[src/rtl/score_display_scanner_if.sv]
// Score/scan bus between the game logic, the display scanner and the segment decoder.
interface score_display_scanner_if #(
  parameter int unsigned NDIGITS = 4
) ();
  logic                   inc;
  logic                   clr;
  logic [3:0]             bcd;
  logic                   blank;
  logic [NDIGITS-1:0]     digit_sel;
  logic [4*NDIGITS-1:0]   score_bcd;
  logic                   saturated;

  modport master (
    output inc, clr,
    input  bcd, blank, digit_sel, score_bcd, saturated
  );

  modport slave (
    input  inc, clr,
    output bcd, blank, digit_sel, score_bcd, saturated
  );
endinterface

[src/rtl/score_display_scanner.sv]
// Saturating packed-BCD score counter multiplexed onto one shared 7-segment digit bus.
// Optional feature: define LEADING_ZERO_BLANK_EN to blank leading zero digits.
module score_display_scanner #(
  parameter int unsigned NDIGITS     = 4,
  parameter int unsigned REFRESH_DIV = 100000
) (
  input  logic                    clk,
  input  logic                    rst,
  score_display_scanner_if.slave  bus
);
  localparam int unsigned SCORE_W = 4 * NDIGITS;
  localparam int unsigned DIV_W   = (REFRESH_DIV > 1) ? $clog2(REFRESH_DIV) : 1;
  localparam int unsigned IDX_W   = (NDIGITS > 1) ? $clog2(NDIGITS) : 1;
  localparam logic [DIV_W-1:0] DIV_LAST = DIV_W'(REFRESH_DIV - 1);
  localparam logic [IDX_W-1:0] IDX_LAST = IDX_W'(NDIGITS - 1);

  logic [SCORE_W-1:0] score_q, score_d, score_inc;
  logic               sat_q, sat_d;
  logic [DIV_W-1:0]   div_q, div_d;
  logic [IDX_W-1:0]   idx_q, idx_d;
  logic [3:0]         bcd_q, bcd_d;
  logic               blank_q, blank_d;
  logic [NDIGITS-1:0] sel_q, sel_d;
  logic               carry;
  logic               all_nines;

  // Ripple BCD +1 and all-9s detect
  always_comb begin
    score_inc = score_q;
    carry     = 1'b1;
    all_nines = 1'b1;
    for (int i = 0; i < int'(NDIGITS); i++) begin
      if (score_q[4*i +: 4] != 4'd9) all_nines = 1'b0;
      if (carry) begin
        if (score_q[4*i +: 4] == 4'd9) begin
          score_inc[4*i +: 4] = 4'd0;
        end else begin
          score_inc[4*i +: 4] = score_q[4*i +: 4] + 4'd1;
          carry               = 1'b0;
        end
      end
    end
  end

  always_comb begin
    score_d = score_q;
    sat_d   = sat_q;
    div_d   = div_q + DIV_W'(1);
    idx_d   = idx_q;
    bcd_d   = 4'd0;
    sel_d   = '1;
    blank_d = 1'b0;

    if (bus.clr) begin
      score_d = '0;
      sat_d   = 1'b0;
    end else if (bus.inc) begin
      if (all_nines) sat_d   = 1'b1;
      else           score_d = score_inc;
    end

    if (div_q == DIV_LAST) begin
      div_d = '0;
      idx_d = (idx_q == IDX_LAST) ? '0 : idx_q + IDX_W'(1);
    end

    for (int i = 0; i < int'(NDIGITS); i++) begin
      if (IDX_W'(i) == idx_q) begin
        bcd_d    = score_q[4*i +: 4];
        sel_d[i] = 1'b0;
      end
    end

`ifdef LEADING_ZERO_BLANK_EN
    // Blank when this digit and every digit above it are zero; digit 0 always shows
    blank_d = (idx_q != '0);
    for (int i = 0; i < int'(NDIGITS); i++) begin
      if (IDX_W'(i) >= idx_q && score_q[4*i +: 4] != 4'd0) blank_d = 1'b0;
    end
`else
    blank_d = 1'b0;
`endif
  end

  always_ff @(posedge clk) begin
    if (rst) begin
      score_q <= '0;
      sat_q   <= 1'b0;
      div_q   <= '0;
      idx_q   <= '0;
      bcd_q   <= 4'd0;
      blank_q <= 1'b1;
      sel_q   <= '1;
    end else begin
      score_q <= score_d;
      sat_q   <= sat_d;
      div_q   <= div_d;
      idx_q   <= idx_d;
      bcd_q   <= bcd_d;
      blank_q <= blank_d;
      sel_q   <= sel_d;
    end
  end

  assign bus.score_bcd = score_q;
  assign bus.saturated = sat_q;
  assign bus.bcd       = bcd_q;
  assign bus.blank     = blank_q;
  assign bus.digit_sel = sel_q;
endmodule
[src/flat_wrapper.sv]
// flat-port wrapper written by rule: the top's interface ports become plain ports
module score_display_scanner_flat 
#(
  parameter int unsigned NDIGITS     = 4,
  parameter int unsigned REFRESH_DIV = 100000
)
  (clk, rst, bus_inc, bus_clr, bus_bcd, bus_blank, bus_digit_sel, bus_score_bcd, bus_saturated);
  score_display_scanner_if #(.NDIGITS(NDIGITS)) bus_i ();
  input  logic clk;
  input  logic rst;
  input wire logic [$bits(bus_i.inc)-1:0] bus_inc;
  input wire logic [$bits(bus_i.clr)-1:0] bus_clr;
  output wire logic [$bits(bus_i.bcd)-1:0] bus_bcd;
  output wire logic [$bits(bus_i.blank)-1:0] bus_blank;
  output wire logic [$bits(bus_i.digit_sel)-1:0] bus_digit_sel;
  output wire logic [$bits(bus_i.score_bcd)-1:0] bus_score_bcd;
  output wire logic [$bits(bus_i.saturated)-1:0] bus_saturated;
  assign bus_i.inc = bus_inc;
  assign bus_i.clr = bus_clr;
  assign bus_bcd = bus_i.bcd;
  assign bus_blank = bus_i.blank;
  assign bus_digit_sel = bus_i.digit_sel;
  assign bus_score_bcd = bus_i.score_bcd;
  assign bus_saturated = bus_i.saturated;
  score_display_scanner #(.NDIGITS(NDIGITS), .REFRESH_DIV(REFRESH_DIV)) u_core (.clk(clk), .rst(rst), .bus(bus_i));
endmodule
[config.mk]
export PLATFORM = sky130hd
export DESIGN_NAME = score_display_scanner_flat
export DESIGN_NICKNAME = d
export VERILOG_FILES = /design/src/rtl/score_display_scanner_if.sv /design/src/rtl/score_display_scanner.sv /design/src/flat_wrapper.sv
export SDC_FILE = /design/constraint.sdc
export NUM_CORES = 1
export LEC_CHECK = 0
export ABC_AREA = 1
export CAP_MARGIN = 20
export CORE_MARGIN = 2
export CORE_UTILIZATION = 57
export CTS_BUF_LIST = sky130_fd_sc_hd__clkbuf_4
export CTS_CLUSTER_SIZE = 8
export DETAILED_ROUTE_END_ITERATION = 7
export GPL_TIMING_DRIVEN = 0
export PLACE_DENSITY = 0.93
export SYNTH_ARGS = -nofsm -noshare
export SYNTH_HDL_FRONTEND = slang
export SYNTH_SLANG_ARGS = --single-unit
[constraint.sdc]
create_clock -name clk -period 2.15 [get_ports clk]
set_clock_uncertainty 0.1 [all_clocks]
set_input_delay 0.43 -clock clk [delete_from_list [all_inputs] [get_ports clk]]
set_output_delay 0.43 -clock clk [all_outputs]
set_load 0.01 [all_outputs]
==> results of run 1 <==
-- sequential cells by signal, indices dropped and copies added (netlist names) --
| register | cells |
|---|---|
| u_core.bus.digit_sel | 4 |
| u_core.bus.bcd | 4 |
| u_core.bus.saturated | 1 |
| u_core.idx_q | 2 |
| u_core.bus.score_bcd | 16 |
| u_core.div_q | 17 |
| u_core.bus.blank | 1 |
-- metrics by stage --
step	power (mW)	worst slack, ns	instances	area, um2	hold slack, ns
after floorplan	0.905	0.610	315	2250	0.317
after global placement	0.930	-0.113	392	2610	0.328
after detailed placement	0.932	-0.154	392	2610	0.338
after CTS	1.31	0.174	400	2660	0.361
after global routing	1.35	0.0612	400	2660	0.397
final	1.31	0.162	400	2660	0.359
-- critical path, cell delays in order --
cell and delay, ns:
clkdlybuf4s50_1 0.44, nor2_1 0.60, clkinv_1 0.46, a21oi_1 0.23
-- layer usage --
layer	wire, um	vias up	track usage, %
met5	0	-	0
met4	106	0	8.93
met3	309	15	4.56
met2	2240	88	40.1
met1	2160	968	31.1
li1	-	1084	-
-- final timing paths --
kind | from | to | cells past startpoint
setup reg to reg | u_core.div_q[0] | u_core.div_q[0] | 7
setup / recovery | rst | u_core.bus.score_bcd[12] | 4
hold / removal | u_core.div_q[0] | u_core.div_q[0] | 1
hold reg to reg | u_core.div_q[0] | u_core.div_q[0] | 1
-- power groups by stage --
stage	clock network (mW)	registers, mW	logic [mW]
after floorplan	0	0.870	0.0346
after global placement	0	0.868	0.0622
after detailed placement	0	0.869	0.0636
after CTS	0.399	0.850	0.0641
after global routing	0.431	0.851	0.0721
final	0.397	0.850	0.0643
-- layout by cell type, fill, tap and decap left out, types with 6 or more instances in the layout --
master / instances
a21oi_1: 16
clkdlybuf4s50_1: 29
dfxtp_1: 45
inv_1: 36
nand2_1: 64
nand3_1: 17
nand4_1: 6
nor2_1: 55
nor3_1: 9
o21ai_0: 15
xor2_1: 10
-- kinds of logic (layout without fill, tap and decap cells) --
group | count (synthesis) | in the layout | share of synthesized area [%]
flip-flops | 45 | 45 | 40.0
adder cells (fa/ha/maj) | 5 | 5 | 2.77
AND/OR/NAND/NOR | 167 | 167 | 34.2
XOR/XNOR | 11 | 11 | 4.27
buffers and inverters | 44 | 81 | 7.49
AO/OA/AOI/OAI | 43 | 43 | 11.3
-- cell type report --
type / count / area [um2] / area share [%]
plain buffers: 4 / 18.8 / 0.706
clock buffers: 5 / 37.5 / 1.41
clock inverters: 3 / 17.5 / 0.659
inverters: 40 / 150 / 5.64
multi-input cells: 226 / 1180 / 44.5
flip-flops and latches: 45 / 901 / 33.9
well taps: 48 / 60.1 / 2.26
repair buffers: 29 / 290 / 10.9
==> results_dict.tcl, run 1 <==
set metrics [dict create \
    p_per_area_nw_per_um2 493 \
    track_usage_pct 24.2 \
    reg2reg_slack_ns 0.31 \
    dieHeight_um 66.9 \
    yosys.area.top_type_share_pct 40.0 \
    numClockSinks 45 \
    fin_crit_sh_pct 92.5 \
    num_vias 2155 \
    tightest_slew_ns 0.753 \
    layout.nets 360 \
    routed_wl_mm 4.81 \
    diodes 0 \
    drv_cap 0 \
    post-cts-setup-buffer-count 0 \
    avgRoutedWirePerCell_um 12.0 \
    via_per_inst 5.39 \
    worst_hold_path_type "reg -> reg" \
    final_layout_size_suffix_gt1_share_pct 7.67 \
    max-slew-margin-rel_pct 49.6 \
    pwr-share-clk_pct 30.3 \
    ys.flop_type "dfxtp_1" \
    fillers 312 \
    postCtsResizedCells 0 \
    ys_seq_area_share_pct 40.0 \
    htree_levels 2 \
    numPortBuffers 29 \
    path_clk_slew_ns 0.11 \
    syn_inst 315 \
    hold_buffers 0 \
    dr.pass1.iters 5 \
    p_leak_nw 0.971 \
    setup_viol 0 \
    yosys_warnings 0 \
    die_x_um 66.9 \
    yosys-top-cells-count "64 x nand2_1, 55 x nor2_1, 45 x dfxtp_1" \
    status "complete, no violations" \
    antenna_found_initial 0 \
    cts_made_buffers 5 \
    grt_pass1_wl_mm 8.27 \
    fin_util_pct 71.1 \
    fmax_mhz 503 \
    dieArea_um2 4470 \
    drtIter0Drc 242 \
    synthTopCellsByArea "dfxtp_1 40%, nand2_1 11%, nor2_1 9.2%, inv_1 6.0%, xor2_1 3.9%" \
    grt_pass1_vias 1867 \
    pwr-share-seq_pct 64.8 \
    drc 0 \
    rows 22 \
    endpoint_kind "flop" \
    overflow 0 \
    avgSynthCellArea_um2 7.16 \
    synth_cell_types 33 \
    yosysTopAreaCell "dfxtp_1" \
    critical_path_class "in -> reg" \
    place.gp.congestion 0.895 \
    dp_hpwl_mm 3.60 \
    yosys.cell_count.top_type "nand2_1" \
    combPwrFrac_pct 4.9 \
    cts_tree "built" \
    synth_nets 324 \
    netlist_area_um2 2250 \
    ys_async_sr_fraction_pct 0 \
    crit_required_ns 2.33 \
    startpoint_type "input port" \
    period_needed_ns 1.99 \
    synth-seq-cells 45 \
    critical_path_arrival_ns 2.17 \
    clk_latency_ns 0.37 \
    start_util_pct 60.2 \
    p_sw_mw 0.318 \
    tns_ns 0 \
    core_area_um2 3740 \
    io_pins 30 \
    slew_violations 0 \
    rsz0062_at_grt "no" \
    cts-root-buf "clkbuf_4" \
    cts_buffer_depth 2 \
    detail-route-antenna-nets 0 \
    final-hold-violation-count 0 \
    crit_fanout 9 \
    grt_max_degree 15 \
    intPower_mw 0.993 \
    swShare_pct 24.3 \
    vdd_drop_max_mv 0.416 \
    synthToLayoutAreaGrowth_pct 18.0 \
    synth_edf_count 0 \
]
Power figures use the tool's default switching activity.
==> inputs of run 2 (changes only) <==
- CORE_MARGIN: 2 -> 3
- RECOVER_POWER: not set -> 50
==> results_dict.tcl, run 2 (synthesis gave the netlist of run 1 again) <==
set metrics [dict create \
    status "complete, no violations" \
    routed_wl_mm 5.12 \
    final_cell_mix "64 x nand2_1, 56 x nor2_1, 45 x dfxtp_1" \
    cp_cell_sequence "clkdlybuf4s50_1" \
    worst_hold_path_type "reg -> reg" \
    numClockSinks 45 \
    grt_pass1_wl_mm 8.80 \
    setup_ws_ns 0.161 \
    cp_slowest_cell "clkdlybuf4s50_1" \
    endpoint_kind "output pin" \
    fmax_mhz 503 \
    path_clk_slew_ns 0.14 \
    antenna_found_initial 0 \
    die_x_um 68.9 \
    core_area_um2 3740 \
    timing.hold.ws_ns 0.356 \
    rows 22 \
    crit_family "buffers and inverters" \
    stdcell_count 400 \
    detail-route-antenna-nets 0 \
    postCtsResizedCells 0 \
    final-hold-violation-count 0 \
    final_layout_size_suffix_gt1_share_pct 5.97 \
    critical_path_arrival_ns 1.46 \
    slew_violations 0 \
    tns_ns 0 \
    cts_made_buffers 5 \
    cts_buffer_depth 2 \
    startpoint_type "flop" \
    drc 0 \
    drtIter0Drc 211 \
    crit_required_ns 1.62 \
    max-slew-margin-rel_pct 51.4 \
    period_needed_ns 1.99 \
    drv_cap 0 \
    critical_path_class "reg -> out" \
    start_util_pct 60.2 \
    io_pins 30 \
    cts_tree "built" \
    numPortBuffers 29 \
    diodes 0 \
    largest-register "u_core.div_q" \
    vdd_drop_max_mv 0.448 \
    htree_levels 2 \
    post-cts-setup-buffer-count 0 \
    fin_crit_sh_pct 92.5 \
    dieHeight_um 68.9 \
    dieArea_um2 4750 \
    avgRoutedWirePerCell_um 12.8 \
    place.gp.congestion 0.886 \
    clk_latency_ns 0.36 \
    critPathMaxStageDelay_ns 0.59 \
    dr.pass1.iters 5 \
    timing.critical_path.buf_inv 1 \
    placed_cells 392 \
    largest_reg_flops 17 \
    crit_fanout 8 \
    grt_pass1_vias 2080 \
    p_leak_nw 1.00 \
    place_ws_ns -0.135 \
    num_vias 2217 \
    via_per_inst 5.54 \
    cts-root-buf "clkbuf_4" \
    rsz0062_at_grt "no" \
    track_usage_pct 24.2 \
    dp_hpwl_mm 3.74 \
    synthToLayoutAreaGrowth_pct 18.3 \
    layout.nets 360 \
    overflow 0 \
    hold_buffers 0 \
    tightest_slew_ns 0.726 \
    p_per_area_nw_per_um2 579 \
    final_common_cell "nand2_1" \
    grt_max_degree 15 \
    setup_viol 0 \
]
-- run 2: where the power goes --
part | internal, mW | total (mW) | switching [mW]
Sequential | 0.843 | 0.850 | 0.00654
Clock | 0.360 | 0.633 | 0.273
Combinational | 0.0251 | 0.0624 | 0.0372
Total | 1.23 | 1.54 | 0.316
-- run 2: per-stage QoR --
stage | power, mW | area, um2 | util (%)
2_1_floorplan | 0.905 | 2250 | -
3_3_place_gp | 0.931 | 2610 | 69.6
3_5_place_dp | 0.932 | 2610 | 69.6
4_1_cts | 1.55 | 2710 | 72.3
5_1_grt | 1.60 | 2670 | 71.3
6_report | 1.54 | 2670 | 71.3
-- run 2: cell type report --
type	count	area [um2]
multi-input cells	226	1140
fillers	326	1080
flip-flops and latches	45	901
repair buffers	29	290
inverters	40	150
clock inverters	3	65.1
well taps	48	60.1
clock buffers	5	37.5
plain buffers	4	18.8
-- run 2: path summary, 6_finish.rpt --
path | from | end | slack (ns) | depth (start not counted)
setup / recovery | u_core.bus.score_bcd[8] | bus_score_bcd[8] | 0.16 | 1
hold / removal | u_core.div_q[0] | u_core.div_q[0] | 0.36 | 1
setup reg to reg | u_core.bus.score_bcd[7] | u_core.bus.score_bcd[11] | 0.20 | 9
hold reg to reg | u_core.div_q[0] | u_core.div_q[0] | 0.36 | 1
-- run 2: layer usage --
| metal | part of all wire, % | GRT usage (%) | up-vias |
|---|---|---|---|
| li1 | - | - | 1092 |
| met1 | 42 | 29.0 | 1017 |
| met2 | 48 | 41.8 | 92 |
| met3 | 7.5 | 5.51 | 16 |
| met4 | 1.9 | 9.73 | 0 |
| met5 | 0 | 0 | - |
